--- config.mk ---
export PLATFORM = sky130hd
export DESIGN_NAME = recovery_csr_restore_seq
export DESIGN_NICKNAME = d
export VERILOG_FILES = /design/src/rtl/rapid_recovery_pkg.sv /design/src/rtl/recovery_csr_restore_seq.sv
export SDC_FILE = /design/constraint.sdc
export NUM_CORES = 1
export LEC_CHECK = 0
export ABC_AREA = 1
export CAP_MARGIN = 25
export CORE_MARGIN = 3
export CORE_UTILIZATION = 46
export CTS_BUF_LIST = sky130_fd_sc_hd__clkbuf_8
export CTS_CLUSTER_DIAMETER = 100
export DETAILED_ROUTE_END_ITERATION = 6
export MAX_ROUTING_LAYER = met4
export PLACE_DENSITY = 0.93
export SYNTH_ARGS = -nofsm -noshare
export SYNTH_HDL_FRONTEND = slang
export SYNTH_SLANG_ARGS = --single-unit
--- constraint.sdc ---
create_clock -name clk_i -period 1.8 [get_ports clk_i]
set_input_delay 0.18 -clock clk_i [delete_from_list [all_inputs] [get_ports clk_i]]
set_output_delay 0.18 -clock clk_i [all_outputs]
set_load 0.02 [all_outputs]
--- src/rtl/rapid_recovery_pkg.sv ---
// Shared definitions for the rapid-recovery CSR restore sequencer:
// restore order, WARL masks, FSM state encoding and the ECC status type.
// Optional feature macro: RECOVERY_CSR_RESTORE_READBACK_EN (adds the CHECK state).
package rapid_recovery_pkg;

    localparam int RR_DATA_WIDTH     = 32;
    localparam int RR_CSR_ADDR_WIDTH = 12;
    localparam int RR_NUM_CSRS       = 7;
    localparam int RR_CNT_WIDTH      = 8;

    // ECC status from the backup store: bit 0 corrected, bit 1 uncorrectable
    typedef logic [1:0] ecc_err_t;
    localparam int ECC_CORR_BIT   = 0;
    localparam int ECC_UNCORR_BIT = 1;

    typedef enum logic [2:0] {
        ST_IDLE  = 3'd0,
        ST_READ  = 3'd1,
        ST_CAPT  = 3'd2,
        ST_WRITE = 3'd3,
`ifdef RECOVERY_CSR_RESTORE_READBACK_EN
        ST_CHECK = 3'd4,
`endif
        ST_DONE  = 3'd5,
        ST_ABORT = 3'd6
    } restore_state_e;

    // Restore order; MSTATUS goes last so interrupts stay off until everything else is back
    localparam logic [RR_CSR_ADDR_WIDTH-1:0] CSR_RESTORE_ADDR [RR_NUM_CSRS] = '{
        12'h305,  // MTVEC
        12'h340,  // MSCRATCH
        12'h341,  // MEPC
        12'h342,  // MCAUSE
        12'h344,  // MIP
        12'h304,  // MIE
        12'h300   // MSTATUS
    };

    // Bits that read back as written; the rest are WARL and may legally differ
    localparam logic [RR_DATA_WIDTH-1:0] CSR_RESTORE_MASK [RR_NUM_CSRS] = '{
        32'hFFFF_FFFD,  // MTVEC: reserved mode encoding not retained
        32'hFFFF_FFFF,  // MSCRATCH
        32'hFFFF_FFFE,  // MEPC: bit 0 always zero
        32'h8000_001F,  // MCAUSE: interrupt flag and implemented code bits
        32'h0000_0888,  // MIP
        32'h0000_0888,  // MIE
        32'h0000_1888   // MSTATUS: MIE, MPIE, MPP
    };

endpackage

--- src/rtl/recovery_csr_restore_seq.sv ---
// Restore-side sequencer: reads backed-up machine-mode CSRs one by one and
// writes them into the core over a ready/valid CSR write port.
// Optional feature macro: RECOVERY_CSR_RESTORE_READBACK_EN (read-back verify with one retry).
module recovery_csr_restore_seq
    import rapid_recovery_pkg::*;
#(
    parameter int  DataWidth    = RR_DATA_WIDTH,
    parameter int  CsrAddrWidth = RR_CSR_ADDR_WIDTH,
    parameter int  NumCsrs      = RR_NUM_CSRS,
    parameter int  CntWidth     = RR_CNT_WIDTH,
    localparam int IdxWidth     = $clog2(NumCsrs)
) (
    input  logic                    clk_i,
    input  logic                    rst_ni,
    input  logic                    start_i,
    output logic                    busy_o,
    output logic                    done_o,
    output logic                    abort_o,
    output logic                    bkp_rd_en_o,
    output logic [IdxWidth-1:0]     bkp_idx_o,
    input  logic [DataWidth-1:0]    bkp_rdata_i,
    input  logic [1:0]              bkp_err_i,
    output logic                    csr_we_o,
    output logic [CsrAddrWidth-1:0] csr_addr_o,
    output logic [DataWidth-1:0]    csr_wdata_o,
    input  logic                    csr_gnt_i,
`ifdef RECOVERY_CSR_RESTORE_READBACK_EN
    output logic                    csr_re_o,
    input  logic [DataWidth-1:0]    csr_rdata_i,
    input  logic                    csr_rvalid_i,
`endif
    output logic [CntWidth-1:0]     corr_cnt_o
);

    restore_state_e          r_state;
    logic [IdxWidth-1:0]     r_idx;
    logic [CntWidth-1:0]     r_corr_cnt;
    logic                    r_busy;
    logic                    r_done;
    logic                    r_abort;
    logic                    r_bkp_rd_en;
    logic [IdxWidth-1:0]     r_bkp_idx;
    logic                    r_csr_we;
    logic [CsrAddrWidth-1:0] r_csr_addr;
    logic [DataWidth-1:0]    r_csr_wdata;
`ifdef RECOVERY_CSR_RESTORE_READBACK_EN
    logic                    r_csr_re;
    logic [DataWidth-1:0]    r_data;
    logic                    r_retried;
    logic                    w_match;
`endif

    ecc_err_t                w_err;
    logic [CsrAddrWidth-1:0] w_tbl_addr;
    logic                    w_last;

    assign w_err      = bkp_err_i;
    assign w_tbl_addr = CsrAddrWidth'(CSR_RESTORE_ADDR[r_idx]);
    assign w_last     = (r_idx == IdxWidth'(NumCsrs - 1));
`ifdef RECOVERY_CSR_RESTORE_READBACK_EN
    assign w_match    = (((csr_rdata_i ^ r_data) & DataWidth'(CSR_RESTORE_MASK[r_idx])) == '0);
`endif

    // Single FSM: state, index, counter and every output are registered together
    always_ff @(posedge clk_i or negedge rst_ni) begin
        if (!rst_ni) begin
            r_state     <= ST_IDLE;
            r_idx       <= '0;
            r_corr_cnt  <= '0;
            r_busy      <= 1'b0;
            r_done      <= 1'b0;
            r_abort     <= 1'b0;
            r_bkp_rd_en <= 1'b0;
            r_bkp_idx   <= '0;
            r_csr_we    <= 1'b0;
            r_csr_addr  <= '0;
            r_csr_wdata <= '0;
`ifdef RECOVERY_CSR_RESTORE_READBACK_EN
            r_csr_re    <= 1'b0;
            r_data      <= '0;
            r_retried   <= 1'b0;
`endif
        end else begin
            r_done      <= 1'b0;
            r_abort     <= 1'b0;
            r_bkp_rd_en <= 1'b0;
            r_bkp_idx   <= '0;
            case (r_state)
                ST_IDLE: begin
                    if (start_i) begin
                        r_state     <= ST_READ;
                        r_busy      <= 1'b1;
                        r_idx       <= '0;
                        r_corr_cnt  <= '0;
                        r_bkp_rd_en <= 1'b1;
                        r_bkp_idx   <= '0;
`ifdef RECOVERY_CSR_RESTORE_READBACK_EN
                        r_retried   <= 1'b0;
`endif
                    end
                end
                ST_READ: begin
                    r_state <= ST_CAPT;
                end
                ST_CAPT: begin
                    if (w_err[ECC_UNCORR_BIT]) begin
                        r_state <= ST_ABORT;
                        r_abort <= 1'b1;
                    end else begin
                        if (w_err[ECC_CORR_BIT] && (r_corr_cnt != '1)) begin
                            r_corr_cnt <= r_corr_cnt + CntWidth'(1);
                        end
                        r_state     <= ST_WRITE;
                        r_csr_we    <= 1'b1;
                        r_csr_addr  <= w_tbl_addr;
                        r_csr_wdata <= bkp_rdata_i;
`ifdef RECOVERY_CSR_RESTORE_READBACK_EN
                        r_data      <= bkp_rdata_i;
`endif
                    end
                end
                ST_WRITE: begin
                    if (csr_gnt_i) begin
                        r_csr_we    <= 1'b0;
                        r_csr_wdata <= '0;
`ifdef RECOVERY_CSR_RESTORE_READBACK_EN
                        r_state     <= ST_CHECK;
                        r_csr_re    <= 1'b1;
`else
                        r_csr_addr  <= '0;
                        if (w_last) begin
                            r_state <= ST_DONE;
                            r_done  <= 1'b1;
                        end else begin
                            r_idx       <= r_idx + IdxWidth'(1);
                            r_state     <= ST_READ;
                            r_bkp_rd_en <= 1'b1;
                            r_bkp_idx   <= r_idx + IdxWidth'(1);
                        end
`endif
                    end
                end
`ifdef RECOVERY_CSR_RESTORE_READBACK_EN
                ST_CHECK: begin
                    if (csr_rvalid_i) begin
                        r_csr_re <= 1'b0;
                        if (w_match) begin
                            r_csr_addr <= '0;
                            r_retried  <= 1'b0;
                            if (w_last) begin
                                r_state <= ST_DONE;
                                r_done  <= 1'b1;
                            end else begin
                                r_idx       <= r_idx + IdxWidth'(1);
                                r_state     <= ST_READ;
                                r_bkp_rd_en <= 1'b1;
                                r_bkp_idx   <= r_idx + IdxWidth'(1);
                            end
                        end else if (!r_retried) begin
                            r_retried   <= 1'b1;
                            r_state     <= ST_WRITE;
                            r_csr_we    <= 1'b1;
                            r_csr_wdata <= r_data;
                        end else begin
                            r_csr_addr <= '0;
                            r_state    <= ST_ABORT;
                            r_abort    <= 1'b1;
                        end
                    end
                end
`endif
                ST_DONE, ST_ABORT: begin
                    r_state <= ST_IDLE;
                    r_busy  <= 1'b0;
                end
                default: begin
                    r_state <= ST_IDLE;
                    r_busy  <= 1'b0;
                end
            endcase
        end
    end

    assign busy_o      = r_busy;
    assign done_o      = r_done;
    assign abort_o     = r_abort;
    assign bkp_rd_en_o = r_bkp_rd_en;
    assign bkp_idx_o   = r_bkp_idx;
    assign csr_we_o    = r_csr_we;
    assign csr_addr_o  = r_csr_addr;
    assign csr_wdata_o = r_csr_wdata;
    assign corr_cnt_o  = r_corr_cnt;
`ifdef RECOVERY_CSR_RESTORE_READBACK_EN
    assign csr_re_o    = r_csr_re;
`endif

endmodule

== After elaboration in Yosys (flattened, before gate mapping) ==
Memory sizes are Yosys's and may differ from the RTL's.
Cells that the tools add are included.
Widths: inputs -> output; s select.

* Input bits: 38
* Memories kept: 1
* Output and inout port bits: 60
* Bits in registers: 66
* Memory bits (read-only): 96
* Logic and storage cells: 76

* Reduce and logical (&&, ||, !) cells: 11
* Add/subtract/negate cells: 2
* Bitwise gates (word level): 2
* $lt $le $gt $ge: 1
* Multiplexer cells: 38
* Eq/ne operators: 10

{| class="wikitable"
|+ Memories
! memory !! depth !! width !! read ports !! clocked after Yosys merged registers in !! wr ports !! RTL line !! RTL
|-
| (name not given) || 8 || 12 || 1 || 0 || 0 || recovery_csr_restore_seq.sv:58 || <nowiki>assign w_tbl_addr = CsrAddrWidth'(CSR_RESTORE_ADDR[r_idx]);</nowiki>
|}

{| class="wikitable"
|+ Operators with widths
! operator !! number
|-
| $mux 32 || 2
|-
| $pmux 32 s2 || 1
|-
| $mux 12 || 4
|-
| $mux 3 || 10
|-
| $mux 8 || 3
|-
| $pmux 12 s2 || 1
|-
| $pmux 8 s2 || 1
|-
| $pmux 3 s4 || 1
|-
| $mux 1 || 11
|-
| $ne 2x2->1 const B || 5
|-
| $add 8x1->8 const B || 1
|-
| $ne 8x8->1 const B || 1
|-
| $reduce_and 4->1 || 2
|-
| $eq 3x2->1 const B || 2
|-
| $pmux 1 s2 || 3
|-
| $pmux 3 s2 || 1
|-
| $reduce_bool 2->1 || 3
|-
| $ge 4x4->1 const B || 1
|-
| $not 3->4 || 1
|-
| $reduce_and 2->1 || 2
|-
| $add 3x1->3 const B || 1
|-
| $eq 3x1->1 const B || 1
|-
| $eq 3x3->1 const B || 1
|-
| $logic_not 3->1 || 1
|-
| other kinds (4) || 4
|}

== Longest topological paths before layout ==
* Depth after elaboration: 6
* Mapped depth: 9
* Depth with buffers taken out: 9

== Worst setup path before layout ==
Ideal clock, no wire load.

* Kind: register to register
* Start: register r_corr_cnt[0], in the netlist corr_cnt_o[0]
* End: register r_corr_cnt[5], in the netlist corr_cnt_o[5]
* Library setup time: 65 ps
* Slack: 328 ps
* Clock period less this slack: 1472 ps
* Stages on the path, launching flop included: 10
* Data required time: 1735 ps
* Arrival: 1407 ps
* Cell sequence: dfrtp_1 -> ha_1 -> nand2_1 -> nor2_1 -> nand2_1 -> nand2_1 -> nand2_1 -> nand2_2 -> nand2_1 -> nand2_1

* Longest elaborated chain between the ends: 4
* Elaborated cells between the ends (all ways): 8
* Those cells by class: add/sub: 1; eq/ne: 2; mux: 3; reduce/logical: 2

{| class="wikitable"
|+ RTL lines
! item !! RTL line !! RTL
|-
| from (decl) || recovery_csr_restore_seq.sv:37 || <nowiki>logic [CntWidth-1:0] r_corr_cnt;</nowiki>
|-
| from (signal assigned) || recovery_csr_restore_seq.sv:111 || <nowiki>r_corr_cnt <= r_corr_cnt + CntWidth'(1);</nowiki>
|-
| $add 8x1->8 / $ne 8x8->1 (equally long branches) || recovery_csr_restore_seq.sv:111, recovery_csr_restore_seq.sv:110 ||
|-
| $mux 8 / $logic_and 1x1->1 (equally long branches) || recovery_csr_restore_seq.sv:110 || <nowiki>if (w_err[ECC_CORR_BIT] && (r_corr_cnt != '1)) begin</nowiki>
|-
| $mux 8 / $ne 2x2->1 (equally long branches) || n/a ||
|-
| $pmux 8 s2 / $reduce_and 4->1 (equally long branches) || n/a ||
|}

Several ways; a longest one is shown, not always the timed one. The select of a mux whose other input is x is not followed.
A chain may end at the register's enable or synchronous reset.

== Worst setup path after layout ==
* Start: register r_corr_cnt[5], in the netlist corr_cnt_o[5]
* End: output port corr_cnt_o[5]

{| class="wikitable"
|+ RTL lines
! item !! RTL line !! RTL
|-
| to (decl) || recovery_csr_restore_seq.sv:32 || <nowiki>output logic [CntWidth-1:0] corr_cnt_o</nowiki>
|}

No word-level cell between the ends.

==> run_results.csv <==
group,metric,value,unit
run_status,status,"finished clean",
finish,fin_util,72.8,%
synthesis,synthFlopType,"dfrtp_1",
die,initial_core_util,49.4,%
synthesis,synth.area.top_cells,"dfrtp_1 (55%), nand2_1 (12%), inv_1 (7.5%)",
hold_path,hold_class,"primary input to register",
worst_setup_path,required,1.62,ns
worst_setup_path,path_cells,"clkdlybuf4s50_1",
cts,clock-sinks,58,
worst_setup_path,cp_slowest_cell,"clkdlybuf4s50_1",
cts,cts_buffers,9,
synthesis,syn_area_per_cell,8.61,sq um
placement,io_buffer_count,91,
drt,detail_route.wl_per_cell,13.5,um
synthesis,synth_cells,304,
synthesis,synth_top_area_share,55.4,%
worst_setup_path,cp.buffers_inverters,1,
die,die-area,6630,sq um
global_routing,globalRoute.busiestLayer,"met2",
die,rows,26,
die,die_h,81.4,um
synthesis,synthArstFlopShare,100,%
worst_setup_path,r2r_start,"corr_cnt_o[0]$_DFFE_PN0P_",
finish,design_area,3860,sq um
drt,post-route-drc-count,0,
worst_setup_path,crit_path_end_kind,"primary output",
cts,cts_tree,"built",
placement,place_ws,0.280,ns
global_routing,use_met3,7.89,%
sta,finalSetupViolations,0,
worst_setup_path,critPathLaunch,"corr_cnt_o[5]$_DFFE_PN0P_",
power_and_ir_drop,cellPowerDensity,1670,nW/um^2
worst_setup_path,path_max_fanout,7,
synthesis,synthDistinctLibCells,25,
global_routing,grt_max_degree,37,
cts,clkLatencyLatePin,0.34,ns
finish,final_cell_mix,"clkdlybuf4s50_1 (90), nand2_1 (83), dfrtp_1 (58)",
synthesis,synth_edf_count,0,
global_routing,grt.total_usage,22.0,%
worst_setup_path,crit_type,"register to primary output",
worst_setup_path,ff2ff_setup_slack,0.25,ns
sta,worstMarginPinSlew,0.640,ns
placement,gp_congestion,0.869,
cts,post_cts_buffers,0,
worst_setup_path,crit_family,"buffers and inverters",
sta,fin_ws,0.180,ns
finish,drive_gt1_share,7.37,%
worst_setup_path,endpoint,"corr_cnt_o[5]",
cts,clockBufferDepth,2,
finish,n_antenna_cell,0,
sta,maxSlewHeadroom,57.3,%
finish,fillers,386,
finish,num-nets-final,446,
sta,slew_violations,0,
synthesis,yosys_warnings,0,
worst_setup_path,arrival,1.44,ns
cts,ctsRootBufferMaster,"clkbuf_8",
global_routing,antenna_found_initial,0,
worst_setup_path,cp.depth,1,
placement,place_hpwl,4530,um
drt,first_pass_iters,5,
worst_setup_path,ff2ff_path_depth,9,
drt,antenna_left,0,
run,max_cap_viol_count,0,
cts,htreeDepth,3,
worst_setup_path,critPathMaxStageDelay,0.65,ns
sta,hold_violations,0,
die,core_region_area,5300,sq um
drt,post_drt_via_cell_ratio,4.82,
finish,final_common_cell,"clkdlybuf4s50_1",
hold_path,whs_path_depth,3,
cts,cts.reportedPaths.clkPinSlew,0.07,ns
synthesis,seq_area_frac_synth,55.4,%
sta,setup_tns,0,ns
power_and_ir_drop,p_leak,1.80,nW
sta,finalCriticalPeriod,1.62,ns
placement,dpl_cell_area,3590,sq um
global_routing,grt_overflow,0,
synthesis,ys_ff_latch,58,
synthesis,syn_area,2620,sq um
sta,finClkSkew,0.00475,ns
synthesis,yosysTopAreaCell,"dfrtp_1",
global_routing,met1_usage,26.9,%
sta,period_share,90.0,%
worst_setup_path,regToRegEndpoint,"corr_cnt_o[2]$_DFFE_PN0P_",
sta,max_freq,617,MHz
power_and_ir_drop,ir_worst_vdd,0.00108,V
sta,rsz0062_at_grt,"false",
die,num_io_pins,98,
drt,routed-via-count,2301,
global_routing,grt_pass1_wl,10600,um
worst_setup_path,start_kind,"register",
die,die_x,81.4,um
finish,syn_to_final_growth,47.6,%
global_routing,first_global_vias,2262,
drt,drt-total-wl,6450,um
global_routing,use_met2,34.0,%
drt,first_iter_violations,152,
flip-flops by register name, indices dropped and copies added, names as in the netlist:
| signal | flops |
|---|---|
| busy_o | 1 |
| abort_o | 1 |
| csr_addr_o | 5 |
| corr_cnt_o | 8 |
| bkp_rd_en_o | 1 |
| done_o | 1 |
| r_state | 3 |
| bkp_idx_o | 3 |
| csr_wdata_o | 32 |
| r_idx | 3 |
cells in the mapped netlist, drive strengths merged (2+ instances only):
library cell and instances:
nand2 84, dfrtp 58, inv 56, o21ai 40
nor2 17, buf 14, nand3 12, ha 6
o22ai 4, a21oi 3, o21bai 3, nand4 2
kinds of logic after synthesis:
kind of cell               count (synthesis)  share of synthesized area, %
other                                      1                         0.143
buffers and inverters                     70                          11.8
DFF                                       58                          55.4
adders and majority gates                  6                          2.87
AOI/OAI and AO/OA                         51                          10.7
and+or+nand+nor                          118                          19.1
power by group:
group	internal [mW]	switching (mW)
registers	1.75	0.305
clock network	1.06	0.532
logic	1.19	1.61
worst min-delay path by stage:
stage	slack [ns]	startpoint	endpoint
6_report	0.39	bkp_rdata_i[3]	csr_wdata_o[3]$_DFFE_PN0P_
5_1_grt	0.39	bkp_rdata_i[4]	csr_wdata_o[4]$_DFFE_PN0P_
4_1_cts	0.37	bkp_rdata_i[3]	csr_wdata_o[3]$_DFFE_PN0P_
3_5_place_dp	0.24	rst_ni	r_state[2]$_DFFE_PN0P_
3_3_place_gp	0.23	rst_ni	bkp_rd_en_o$_DFF_PN0_
2_1_floorplan	-0.12	rst_ni	abort_o$_DFF_PN0_
per-stage QoR:
step	std cells	power [mW]	hold slack, ns
global route	477	6.82	0.385
floorplan	309	3.63	-0.116
global placement	460	4.75	0.226
CTS	477	6.48	0.373
detailed placement	460	4.85	0.237
finish	477	6.44	0.386
repair_timing:
item,4_1_cts,5_1_grt
hold endpoints to repair,26,0
resized for setup,0,0
hold buffers,1,0
final cells by class:
| class | count | area (sq um) | area share [%] |
|---|---|---|---|
| Clock buffer | 9 | 124 | 3.21 |
| Clock inverter | 7 | 141 | 3.66 |
| Inverter | 56 | 210 | 5.44 |
| Multi-Input combinational cell | 181 | 877 | 22.7 |
| Sequential cell | 58 | 1450 | 37.6 |
| Tap cell | 70 | 87.6 | 2.27 |
| Timing Repair Buffer | 96 | 971 | 25.1 |
layer usage:
layer  share of wire [%]  vias up
met5                   0        -
met4                 1.5        0
met1                  43     1078
met2                  48       93
met3                 7.2        8
li1                    -     1122
Note: power is estimated with default switching activity, not from simulation.
